<file path="src/rtl/spi_master_ex_pkg.sv">
// spi_master_ex_pkg
//   Shared types and constants for the spi_master_ex SPI master slice.
//   Contents: FSM state encoding (3-bit), SPI clock polarity for mode 0.
package spi_master_ex_pkg;

   typedef enum logic [2:0] {
      ST_IDLE  = 3'd0,
      ST_LEAD  = 3'd1,
      ST_HIGH  = 3'd2,
      ST_LOW   = 3'd3,
      ST_TRAIL = 3'd4,
      ST_GAP   = 3'd5
   } spi_state_t;

   // mode 0: sclk idles low, data sampled on the rising edge
   localparam logic SPI_CPOL = 1'b0;

endpackage

</file>
<file path="src/rtl/spi_master_ex_if.sv">
// spi_master_ex_if
//   Bundles the controller handshake and the SPI pins of spi_master_ex.
//   start/tx_data  : transfer request and word to send (controller -> master)
//   rx_data        : last received word (master -> controller)
//   busy/done      : transfer in progress / 1-cycle completion pulse
//   sclk/cs/mosi   : SPI outputs (cs active low, sclk idle low)
//   miso           : SPI input from the slave
//   modport master : the SPI master block
//   modport slave  : the controller/slave side that drives start, tx_data, miso
interface spi_master_ex_if #(
   parameter int DATA_WIDTH = 8
);
   logic                  start;
   logic [DATA_WIDTH-1:0] tx_data;
   logic [DATA_WIDTH-1:0] rx_data;
   logic                  busy;
   logic                  done;
   logic                  sclk;
   logic                  cs;
   logic                  mosi;
   logic                  miso;

   modport master (
      input  start, tx_data, miso,
      output rx_data, busy, done, sclk, cs, mosi
   );

   modport slave (
      output start, tx_data, miso,
      input  rx_data, busy, done, sclk, cs, mosi
   );
endinterface

</file>
<file path="src/rtl/spi_master_ex_clk_div.sv">
// spi_master_ex_clk_div
//   Half-period timer for the SPI clock. Down-counter reloaded to CLK_DIV-1 on
//   clear or terminal count; tick is high for one clk every CLK_DIV cycles.
//   clk   in  system clock
//   rst   in  asynchronous active-low reset
//   clear in  hold the timer at its reload value (start of a new phase)
//   tick  out terminal count, one half-period has elapsed
module spi_master_ex_clk_div #(
   parameter int CLK_DIV = 2
) (
   input  logic clk,
   input  logic rst,
   input  logic clear,
   output logic tick
);
   localparam int CW = $clog2(CLK_DIV + 1);
   localparam logic [CW-1:0] RELOAD = CW'(CLK_DIV - 1);

   logic [CW-1:0] cnt;

   assign tick = (cnt == '0);

   always_ff @(posedge clk or negedge rst) begin
      if (!rst) begin
         cnt <= '0;
      end else if (clear || tick) begin
         cnt <= RELOAD;
      end else begin
         cnt <= cnt - 1'b1;
      end
   end
endmodule

</file>
<file path="src/rtl/spi_master_ex.sv">
// spi_master_ex
//   SPI master, mode 0, single chip select, full duplex, MSB first.
//   A word is latched on an accepted start, shifted out on mosi while miso is
//   shifted in; sclk = clk / (2*CLK_DIV).
//   clk  in  system clock (posedge)
//   rst  in  asynchronous active-low reset
//   bus  master modport of spi_master_ex_if (start, tx_data, rx_data, busy,
//        done, sclk, cs, mosi, miso)
//
//   state    | meaning
//   ---------+---------------------------------------------------------
//   ST_IDLE  | cs high, waiting for start
//   ST_LEAD  | cs low, first bit on mosi, setup before first sclk rise
//   ST_HIGH  | sclk high, miso just captured
//   ST_LOW   | sclk low, next bit on mosi
//   ST_TRAIL | last bit done, cs hold before release
//   ST_GAP   | cs high, busy still set, minimum deselect time
module spi_master_ex
   import spi_master_ex_pkg::*;
#(
   parameter int DATA_WIDTH = 8,
   parameter int CLK_DIV    = 2
) (
   input  logic clk,
   input  logic rst,
   spi_master_ex_if.master bus
);
   localparam int BW = $clog2(DATA_WIDTH + 1);
   localparam logic [BW-1:0] LAST_BIT = BW'(DATA_WIDTH - 1);

   spi_state_t            state, state_nxt;
   logic [DATA_WIDTH-1:0] tx_sh, tx_sh_nxt;
   logic [DATA_WIDTH-1:0] rx_sh, rx_sh_nxt;
   logic [DATA_WIDTH-1:0] rx_q, rx_q_nxt;
   logic [BW-1:0]         bitcnt, bitcnt_nxt;
   logic                  cs_q, cs_nxt;
   logic                  sclk_q, sclk_nxt;
   logic                  mosi_q, mosi_nxt;
   logic                  busy_q, busy_nxt;
   logic                  done_q, done_nxt;
   logic                  tick;
   logic                  div_clear;
   logic                  accept;

   spi_master_ex_clk_div #(
      .CLK_DIV (CLK_DIV)
   ) u_clk_div (
      .clk   (clk),
      .rst   (rst),
      .clear (div_clear),
      .tick  (tick)
   );

   assign div_clear = (state == ST_IDLE);

   // A start still pending when the gap expires launches the next word on
   // that same edge, so back-to-back words see exactly one gap of cs high.
   assign accept = bus.start &&
                   ((state == ST_IDLE) || ((state == ST_GAP) && tick));

   always_ff @(posedge clk or negedge rst) begin
      if (!rst) begin
         state  <= ST_IDLE;
         tx_sh  <= '0;
         rx_sh  <= '0;
         rx_q   <= '0;
         bitcnt <= '0;
         cs_q   <= 1'b1;
         sclk_q <= SPI_CPOL;
         mosi_q <= 1'b0;
         busy_q <= 1'b0;
         done_q <= 1'b0;
      end else begin
         state  <= state_nxt;
         tx_sh  <= tx_sh_nxt;
         rx_sh  <= rx_sh_nxt;
         rx_q   <= rx_q_nxt;
         bitcnt <= bitcnt_nxt;
         cs_q   <= cs_nxt;
         sclk_q <= sclk_nxt;
         mosi_q <= mosi_nxt;
         busy_q <= busy_nxt;
         done_q <= done_nxt;
      end
   end

   always_comb begin
      state_nxt  = state;
      tx_sh_nxt  = tx_sh;
      rx_sh_nxt  = rx_sh;
      rx_q_nxt   = rx_q;
      bitcnt_nxt = bitcnt;
      cs_nxt     = cs_q;
      sclk_nxt   = sclk_q;
      mosi_nxt   = mosi_q;
      busy_nxt   = busy_q;
      done_nxt   = 1'b0;

      case (state)
         ST_IDLE: begin
            busy_nxt = 1'b0;
         end
         ST_LEAD, ST_LOW: begin
            if (tick) begin
               sclk_nxt  = ~SPI_CPOL;
               rx_sh_nxt = {rx_sh[DATA_WIDTH-2:0], bus.miso};
               state_nxt = ST_HIGH;
            end
         end
         ST_HIGH: begin
            if (tick) begin
               sclk_nxt   = SPI_CPOL;
               bitcnt_nxt = bitcnt + 1'b1;
               if (bitcnt == LAST_BIT) begin
                  state_nxt = ST_TRAIL;
               end else begin
                  tx_sh_nxt = {tx_sh[DATA_WIDTH-2:0], 1'b0};
                  mosi_nxt  = tx_sh[DATA_WIDTH-2];
                  state_nxt = ST_LOW;
               end
            end
         end
         ST_TRAIL: begin
            if (tick) begin
               cs_nxt    = 1'b1;
               rx_q_nxt  = rx_sh;
               done_nxt  = 1'b1;
               state_nxt = ST_GAP;
            end
         end
         ST_GAP: begin
            if (tick) begin
               busy_nxt  = 1'b0;
               state_nxt = ST_IDLE;
            end
         end
         default: begin
            state_nxt = ST_IDLE;
         end
      endcase

      if (accept) begin
         tx_sh_nxt  = bus.tx_data;
         cs_nxt     = 1'b0;
         mosi_nxt   = bus.tx_data[DATA_WIDTH-1];
         busy_nxt   = 1'b1;
         bitcnt_nxt = '0;
         state_nxt  = ST_LEAD;
      end
   end

   assign bus.rx_data = rx_q;
   assign bus.busy    = busy_q;
   assign bus.done    = done_q;
   assign bus.sclk    = sclk_q;
   assign bus.cs      = cs_q;
   assign bus.mosi    = mosi_q;

endmodule
</file>
<file path="src/flat_wrapper.sv">
// flat-port wrapper written by rule: the top's interface ports become plain ports
module spi_master_ex_flat import spi_master_ex_pkg::*;
#(
   parameter int DATA_WIDTH = 8,
   parameter int CLK_DIV    = 2
)
  (clk, rst, bus_start, bus_tx_data, bus_miso, bus_rx_data, bus_busy, bus_done, bus_sclk, bus_cs, bus_mosi);
  spi_master_ex_if #(.DATA_WIDTH(DATA_WIDTH)) bus_i ();
  input  logic clk;
  input  logic rst;
  input wire logic [$bits(bus_i.start)-1:0] bus_start;
  input wire logic [$bits(bus_i.tx_data)-1:0] bus_tx_data;
  input wire logic [$bits(bus_i.miso)-1:0] bus_miso;
  output wire logic [$bits(bus_i.rx_data)-1:0] bus_rx_data;
  output wire logic [$bits(bus_i.busy)-1:0] bus_busy;
  output wire logic [$bits(bus_i.done)-1:0] bus_done;
  output wire logic [$bits(bus_i.sclk)-1:0] bus_sclk;
  output wire logic [$bits(bus_i.cs)-1:0] bus_cs;
  output wire logic [$bits(bus_i.mosi)-1:0] bus_mosi;
  assign bus_i.start = bus_start;
  assign bus_i.tx_data = bus_tx_data;
  assign bus_i.miso = bus_miso;
  assign bus_rx_data = bus_i.rx_data;
  assign bus_busy = bus_i.busy;
  assign bus_done = bus_i.done;
  assign bus_sclk = bus_i.sclk;
  assign bus_cs = bus_i.cs;
  assign bus_mosi = bus_i.mosi;
  spi_master_ex #(.DATA_WIDTH(DATA_WIDTH), .CLK_DIV(CLK_DIV)) u_core (.clk(clk), .rst(rst), .bus(bus_i));
endmodule
</file>
<file path="config.mk">
export PLATFORM = sky130hd
export DESIGN_NAME = spi_master_ex_flat
export DESIGN_NICKNAME = d
export VERILOG_FILES = /design/src/rtl/spi_master_ex_pkg.sv /design/src/rtl/spi_master_ex_if.sv /design/src/rtl/spi_master_ex_clk_div.sv /design/src/rtl/spi_master_ex.sv /design/src/flat_wrapper.sv
export SDC_FILE = /design/constraint.sdc
export NUM_CORES = 1
export LEC_CHECK = 0
export CORE_MARGIN = 5
export CORE_UTILIZATION = 48
export DETAILED_ROUTE_END_ITERATION = 16
export PLACE_DENSITY = 0.78
export SYNTH_ARGS = -nofsm -noshare
export SYNTH_HDL_FRONTEND = slang
export SYNTH_SLANG_ARGS = --single-unit
export TNS_END_PERCENT = 100
</file>
<file path="constraint.sdc">
create_clock -name clk -period 1.78 [get_ports clk]
set_clock_uncertainty 0.15 [all_clocks]
set_input_delay 0.445 -clock clk [delete_from_list [all_inputs] [get_ports clk]]
set_output_delay 0.445 -clock clk [all_outputs]
set_load 0.01 [all_outputs]
</file>
Word level (Yosys, flattened, before mapping)
Cells that the tools add are included.

storage, ports and cells
  input bits = 12
  flip-flop bits (word level) = 37
  word-level logic and storage cells = 75

operators by class
  multiplexer cells = 28
  reduce and logical (&&, ||, !) cells = 20
  equal/unequal tests = 14
  add/sub/neg operators = 2

operator list
  cell                                              count
  2-to-1 mux 7 bit                                  4
  2-to-1 mux 3 bit                                  6
  one-hot mux 3 bit (5 select lines)                1
  2-to-1 mux 4 bit                                  3
  != test 3 x 1 -> 1 bit, second input constant     4
  2-to-1 mux 1 bit                                  11
  AND reduction 2 bit                               5
  != test 2 x 1 -> 1 bit, second input constant     4
  nonzero test 2 bit                                4
  == test 3 x 2 -> 1 bit, second input constant     2
  == test 3 bit, second input constant              2
  AND reduction 3 bit                               2
  AND reduction 5 bit                               1
  adder 4 x 1 -> 4 bit, second input constant       1
  == test 4 x 3 -> 1 bit, second input constant     1
  one-hot mux 1 bit (2 select lines)                2
  == test 3 x 1 -> 1 bit, second input constant     1
  logical NOT 3 bit                                 1
  nonzero test 3 bit                                1
  logical AND 1 bit                                 2
  logical NOT 2 bit                                 1
  logical OR 1 bit                                  2
  2-to-1 mux 2 bit                                  1
  OR reduction 2 bit                                1
  subtractor 2 x 1 -> 2 bit, second input constant  1

Depth between registers and ports, before layout
Gate-level depths: netlist (run 1).

  depth after elaboration = 6
  mapped depth = 7
  depth with buffers taken out = 5

Hierarchy
A second synthesis (run 1) with hierarchy kept.

unflattened totals
  cells, all modules = 147
  area total of the unflattened synthesis = 1761.7 sq um

by module, submodules not included
  module                 sequential area each (sq um)  area each (sq um)  times used  cells each
  spi_master_ex          877.1                         1677.9             1           140
  spi_master_ex_clk_div  50.0                          83.8               1           7

Worst setup path before layout (run 1)
OpenSTA, ideal clock, no wires.

  path kind = register to register
  from = reg u_core.u_clk_div.cnt[0]
  to = reg u_core.rx_q[0], in the netlist u_core.bus.rx_data[0]
  data required time = 1.505 ns
  library setup time = 0.125 ns
  stages on the path, launching flop included = 7
  setup slack = 0.030 ns
  period minus slack after synthesis = 1.750 ns
  arrival time = 1.475 ns
  cells stage by stage = dfrtp_1 -> inv_1 -> ha_1 -> buf_2 -> nor4bb_1 -> buf_4 -> mux2_2

between the ends
  word-level cells in the longest chain between the ends = 2

RTL lines
  what                                  line                         text
  from (decl)                           spi_master_ex_clk_div.sv:19  logic [CW-1:0] cnt;
  from (signal assigned)                spi_master_ex_clk_div.sv:29  cnt <= cnt - 1'b1;
  logical NOT 2 bit                     spi_master_ex_clk_div.sv:21  assign tick = (cnt == '0);
  AND reduction 2 bit (no source line)  --
  to (signal assigned)                  spi_master_ex.sv:77          rx_q <= rx_q_nxt;
  to (decl)                             spi_master_ex.sv:34          logic [DATA_WIDTH-1:0] rx_q, rx_q_nxt;

No other way between the ends.
A chain may end at the register's enable or synchronous reset.

Final worst setup path (run 1)
  from = reg u_core.u_clk_div.cnt[1]
  to = reg u_core.tx_sh[5]

between the ends
  word-level cells in the longest chain between the ends = 6
  elaborated cells on any way between the ends = 9
  those cells by class = 1 x eq/ne; 1 x mux; 7 x reduce/logical

RTL lines
  what                                                                           line                         text
  logical NOT 2 bit *                                                            spi_master_ex_clk_div.sv:21
  logical AND 1 bit                                                              spi_master_ex.sv:59          ((state == ST_IDLE) || ((state == ST_GAP) && tick));
  logical OR 1 bit                                                               spi_master_ex.sv:59
  logical AND 1 bit                                                              spi_master_ex.sv:58          assign accept = bus.start &&
  != test 2 x 1 -> 1 bit (no source line) or nonzero test 2 bit (tied branches)  --
  AND reduction 3 bit (no source line)                                           --
  to (signal assigned)                                                           spi_master_ex.sv:75          tx_sh <= tx_sh_nxt;
  to (decl)                                                                      spi_master_ex.sv:32          logic [DATA_WIDTH-1:0] tx_sh, tx_sh_nxt;

Mark *: on every way between the ends. The rest lies on a longest branch, timed or not.

==> out/metrics.yaml, run 1 <==
final_layout:
  fin_area_um2: 2320
  diodes: 0
  final_util_pct: 64.0
  drive_above_1_share_pct: 31.0
  num-nets-final: 200
  nFillCells: 296
  syn2layout_area_growth_pct: 30.1
  final_cells: 235
power:
  power_w: 0.00324
  ir_worst_vdd_v: 0.000804
  p_leak_nw: 1.05
  p_per_area_nw_per_um2: 1400
die:
  core_area_um2: 3630
  die_width_um: 71.0
  io_pins: 25
  start_util_pct: 49.2
  dieArea_um2: 5040
  std_cell_rows: 22
  dieHeight_um: 71.0
sta:
  fmax_mhz: 577
  tns_ps: 0
  tightestPinTransition_ps: 402
  timing.final.crit_share_pct: 97.3
  finalSetupViolations: 0
  relSlewSlack_pct: 73.1
  drv_slew: 0
  period_needed_ps: 1730
  hold_viol_final: 0
placement:
  place_hpwl_mm: 2.48
  gp_congestion: 0.783
  port_buffers: 24
  dpl_cell_area_um2: 2130
  dp_cells: 222
worst_hold_path:
  hold_class: "reg -> reg"
drt:
  wire_per_inst_um: 16.1
  ant_nets: 0
  vias: 1265
  drt_iter0_markers: 49
  drc: 0
  routed_via_density: 5.38
  finalWirelength_mm: 3.79
  firstDrtPassIters: 4
global_route:
  grt_antenna_before_repair: 0
  grt_remaining_overflow: 0
  grt_pass1_wl_mm: 6.07
  track_usage_pct: 15.3
  grt_pass1_vias: 1336
  grt_max_degree: 38
critical_path:
  cp-end-kind: "register"
  cpPeakStageDelay_ps: 350
  cp_top_family: "compound AO/OA/AOI/OAI gates"
  critPathSlowestCell: "dfrtp_1"
  crit_required_ps: 1810
  critPathKind: "reg -> reg"
  cp_cell_sequence: "inv_1 -> ha_4 -> buf_4 -> and3_4 -> o21a_4 -> o31a_1"
  cp_num_buf_inv: 2
  crit_arrival_ps: 1760
  start_kind: "register"
  cp_max_fo: 11
synth:
  synth_edf_count: 0
  syn_area_um2: 1790
  synth_fp_nets: 160
  yosys_warnings: 0
  synth_area_per_cell_um2: 12.2
  ys_ff_latch: 37
  yosysSeqAreaShare_pct: 51.9
  synth_ff_type: "dfrtp_1"
  async_reset_ff_share_pct: 100
  netlist_instances: 146
  synth_cell_types: 37
clocking:
  cts_root_buf: "clkbuf_8"
  cts.sinks: 37
  clk_latency_ps: 290
  clockBufferDepth: 2
  cts_tree: "done"
  path_clk_slew_ps: 70
  cts_buffers: 5
  cts_max_level: 2
run:
  maxCapViolCount: 0
outcome:
  run_status: "finished, final reports clean"
-- cell families (layout without fill, tap and decap cells) --
| family | Yosys count | after routing | share of synthesized area, % |
|---|---|---|---|
| DFF | 37 | 37 | 51.9 |
| xor gates and xnor gates | 2 | 2 | 0.981 |
| and+or+nand+nor | 34 | 34 | 12.3 |
| adders and majority gates | 2 | 2 | 1.40 |
| muxes | 16 | 16 | 11.8 |
| buffers and inverters | 21 | 62 | 6.93 |
| AOI/OAI and AO/OA | 34 | 34 | 14.7 |
-- routing by layer --
layer  GRT usage [%]  vias up  wire (um)
met5               0        -          0
met4            6.89        0         51
met3            6.25        8        288
met2            25.4       39       1820
met1            17.3      612       1640
li1                -      606          -
-- through the flow --
step | hold slack, ps | setup WS, ps
detailed placement | 347 | -107
finish | 350 | 48.3
CTS | 361 | 12.2
floorplan | -0.591 | 30.4
global placement | 335 | -17.2
global route | 381 | -9.73
-- report_power, final --
group	total (W)	internal (W)	switching, W	leakage [nW]
Sequential	0.00133	0.00112	0.000211	0.446
Combinational	0.00115	0.000657	0.000489	0.550
Clock	0.000764	0.000456	0.000308	0.0574
Total	0.00324	0.00224	0.00101	1.05
-- registers in the layout, summed over array words and instances, names as in the netlist --
| signal | count |
|---|---|
| u_core.state | 3 |
| u_core.u_clk_div.cnt | 2 |
| u_core.bus.rx_data | 8 |
| u_core.bitcnt | 4 |
| u_core.bus.mosi | 1 |
| u_core.tx_sh | 7 |
| u_core.bus.cs | 1 |
| u_core.bus.busy | 1 |
| u_core.bus.done | 1 |
| u_core.rx_sh | 8 |
| u_core.bus.sclk | 1 |
-- final timing paths --
kind	start	end	slack [ps]	depth (start not counted)
worst max-delay path	u_core.u_clk_div.cnt[1]	u_core.tx_sh[5]	50	6
min in group asynchronous	rst	u_core.tx_sh[3]	380	2
max in group asynchronous	rst	u_core.bus.cs	840	2
worst min-delay path	u_core.bus.busy	u_core.bus.busy	350	1
worst max register to register	u_core.u_clk_div.cnt[1]	u_core.tx_sh[5]	50	6
worst min register to register	u_core.bus.busy	u_core.bus.busy	350	1
-- synth_stat cells, drive strengths merged (2+ instances only) --
master,count,area (um2)
a21oi,4,20.0
o31a,3,26.3
nand3,7,35.0
dfrtp,36,901
or3,3,18.8
nor3,3,15.0
xnor2,2,17.5
o311ai,6,67.6
o22ai,2,12.5
nand2b,2,12.5
nand2,5,18.8
buf,10,82.6
mux2,16,210
o211ai,8,60.1
ha,2,25.0
inv,11,41.3
o21ai,6,30.0
nor2,5,21.3
and3b,2,17.5
-- repair_timing --
action	4_1_cts	5_1_grt
endpoints found under the hold margin	0	0
endpoints found under the setup margin	26	16
gates resized for setup	19	13
gates cloned	0	1
setup buffers	0	4
hold buffers	0	0
-- placed cells by master (no fill, tap or decap), types with 2 or more instances in the layout --
master           synthesis  final
nand2b_1                 2      2
mux2_2                   8      8
clkdlybuf4s50_1          0     11
o31a_1                   3      3
xnor2_1                  2      2
a21oi_1                  4      3
mux2_4                   8      8
nor3_1                   3      3
inv_1                   11     11
o311ai_2                 2      4
buf_6                    4      2
nand3_1                  7      7
nand2_1                  5      5
clkbuf_8                 0      6
o211ai_1                 8      8
o22ai_1                  2      2
buf_4                    3     16
dfrtp_1                 36     35
o311ai_1                 0      2
or3_1                    3      3
and3b_1                  2      2
o21ai_0                  6      6
dlygate4sd2_1            0     12
nor2_1                   4      4
-- cell type report --
class | instances | area [um2] | share of cell area (%)
clock buffer | 6 | 82.6 | 3.55
multi-input combinational | 88 | 785 | 33.7
tap | 48 | 60.1 | 2.58
clock inverter | 2 | 37.5 | 1.61
sequential | 37 | 928 | 39.9
timing repair buffer | 43 | 390 | 16.8
inverter | 11 | 41.3 | 1.78
Power figures use the tool's default switching activity.
==> inputs of run 2 (changes only) <==
TNS_END_PERCENT = 1   (was 100)
==> out/metrics.yaml, run 2 (synthesis results as in run 1) <==
final_layout:
  nFillCells: 299  # was 296
  diodes: 0  # unchanged
  syn2layout_area_growth_pct: 29.1  # was 30.1%
  drive_above_1_share_pct: 30.3  # was 31.0%
  layout_common_cells: "dfrtp_1, buf_4, dlygate4sd2_1"  # unchanged
  final_common_cell: "dfrtp_1"  # unchanged
  final_util_pct: 63.5  # was 64.0%
  num-nets-final: 198  # was 200
sta:
  finalSetupViolations: 0  # unchanged
  drv_slew: 0  # unchanged
  tns_ps: 0  # unchanged
  relSlewSlack_pct: 73.6  # was 73.1%
  tightestPinTransition_ps: 394  # was 402 ps
  rsz0062_at_grt: "true"
  fmax_mhz: 575  # was 577 MHz
  period_needed_ps: 1740  # was 1730 ps
  timing.final.crit_share_pct: 97.6  # was 97.3%
  hold_viol_final: 0  # unchanged
critical_path:
  cp_cell_sequence: "inv_1 -> ha_4 -> buf_4 -> and3_4 -> o21a_4 -> o31a_1"  # unchanged
  cp_max_fo: 13  # was 11
  crit_arrival_ps: 1770  # was 1760 ps
  crit_required_ps: 1810  # about the same
  critPathSlowestCell: "dfrtp_1"  # unchanged
  cp-end-kind: "register"  # unchanged
  startpoint: "u_core.u_clk_div.cnt[1]"  # unchanged
  r2r_start: "u_core.u_clk_div.cnt[1]"  # unchanged
  critPathKind: "reg -> reg"  # unchanged
  start_kind: "register"  # unchanged
  cpPeakStageDelay_ps: 340  # was 350 ps
die:
  core_area_um2: 3630  # unchanged
  std_cell_rows: 22  # unchanged
  start_util_pct: 49.2  # unchanged
  dieArea_um2: 5040  # unchanged
  io_pins: 25  # unchanged
  dieHeight_um: 71.0  # unchanged
  die_width_um: 71.0  # unchanged
clocking:
  path_clk_slew_ps: 70  # about the same
  ctsHoldBuffers: 0  # unchanged
  clockBufferDepth: 2  # unchanged
  clk_latency_ps: 290  # about the same
  cts_tree: "done"  # unchanged
  cts_buffers: 5  # unchanged
  cts.sinks: 37  # unchanged
  cts_max_level: 2  # unchanged
  cts_root_buf: "clkbuf_8"  # unchanged
placement:
  port_buffers: 24  # unchanged
  place_hpwl_mm: 2.48  # unchanged
  gp_congestion: 0.783  # unchanged
global_route:
  grt_antenna_before_repair: 0  # unchanged
  grt_pass1_vias: 1336  # unchanged
  grt_max_degree: 38  # unchanged
  grt_pass1_wl_mm: 6.07  # unchanged
  grt_remaining_overflow: 0  # unchanged
  track_usage_pct: 15.3  # unchanged
drt:
  finalWirelength_mm: 3.77  # was 3.79 mm
  vias: 1255  # was 1,265
  drc: 0  # unchanged
  routed_via_density: 5.39  # was 5.38
  drt_iter0_markers: 47  # was 49
  wire_per_inst_um: 16.2  # was 16.1 um
  firstDrtPassIters: 4  # unchanged
  ant_nets: 0  # unchanged
outcome:
  run_status: "finished, final reports clean"  # unchanged
worst_hold_path:
  hp-start: "u_core.bus.busy"  # unchanged
  hold_class: "reg -> reg"  # unchanged
power:
  ir_worst_vdd_v: 0.000801  # was 0.000804 V
  p_per_area_nw_per_um2: 1400  # about the same
  p_leak_nw: 1.04  # was 1.05 nW
run:
  maxCapViolCount: 0  # unchanged
-- run 2: changes by cell type in the layout (fill, tap and decap cells not counted), sizes merged --
cell / before / now
buf: 19 / 17
-- run 2: path summary, 6_finish.rpt --
check / to / slack (ps) / depth (start not counted)
worst max-delay path: u_core.tx_sh[5] / 40 / 6
worst min-delay path: u_core.bus.busy / 350 / 1
worst max register to register: u_core.tx_sh[5] / 40 / 6
worst min register to register: u_core.bus.busy / 350 / 1
max in group asynchronous: u_core.bus.cs / 840 / 2
min in group asynchronous: u_core.tx_sh[3] / 380 / 2
-- run 2: repair_timing --
action | in CTS | in global routing
setup endpoints to repair | 26 | 16
gates resized for setup | 19 | 12
pin swaps | 0 | 1
gates cloned | 0 | 1
buffers inserted | 0 | 2
-- run 2: final cells by class --
type / instances / area, um2 / area share, %
multi-input cells: 88 / 785 / 34.0
well taps: 48 / 60.1 / 2.60
flip-flops and latches: 37 / 928 / 40.3
inverters: 11 / 41.3 / 1.79
clock buffers: 6 / 82.6 / 3.58
clock inverters: 2 / 37.5 / 1.63
repair buffers: 41 / 372 / 16.1
-- run 2: report_power, final --
part / internal (W) / total [W] / switching [W]
registers: 0.00112 / 0.00133 / 0.000210
clock network: 0.000456 / 0.000763 / 0.000307
logic: 0.000650 / 0.00114 / 0.000488
-- run 2: stage by stage --
step,instances,setup WS [ps],hold slack (ps),area (um2),power (W)
2_1_floorplan,146,30.4,-0.591,1790,0.00206
3_3_place_gp,222,-17.2,335,2130,0.00237
3_5_place_dp,222,-107,347,2130,0.00244
4_1_cts,230,12.2,361,2240,0.00321
5_1_grt,233,-9.73,381,2310,0.00344
6_report,233,42.3,350,2310,0.00323
-- run 2: layer usage --
metal | global-route usage, % | routed length, um | share of wire (%) | vias to the layer above
met5 | 0 | 0 | 0 | -
met1 | 17.3 | 1610 | 43 | 609
li1 | - | - | - | 602
met4 | 6.89 | 56 | 1.5 | 0
met2 | 25.4 | 1840 | 49 | 36
met3 | 6.25 | 265 | 7.0 | 8
-- run 2: worst max-delay path: cells and delay by family (launching register included) --
kind            cells  cell delay, ps
compound gates      2             550
simple gates        1             180
fa+ha+maj           1             170
flops               1             340
buf+inv             2             220
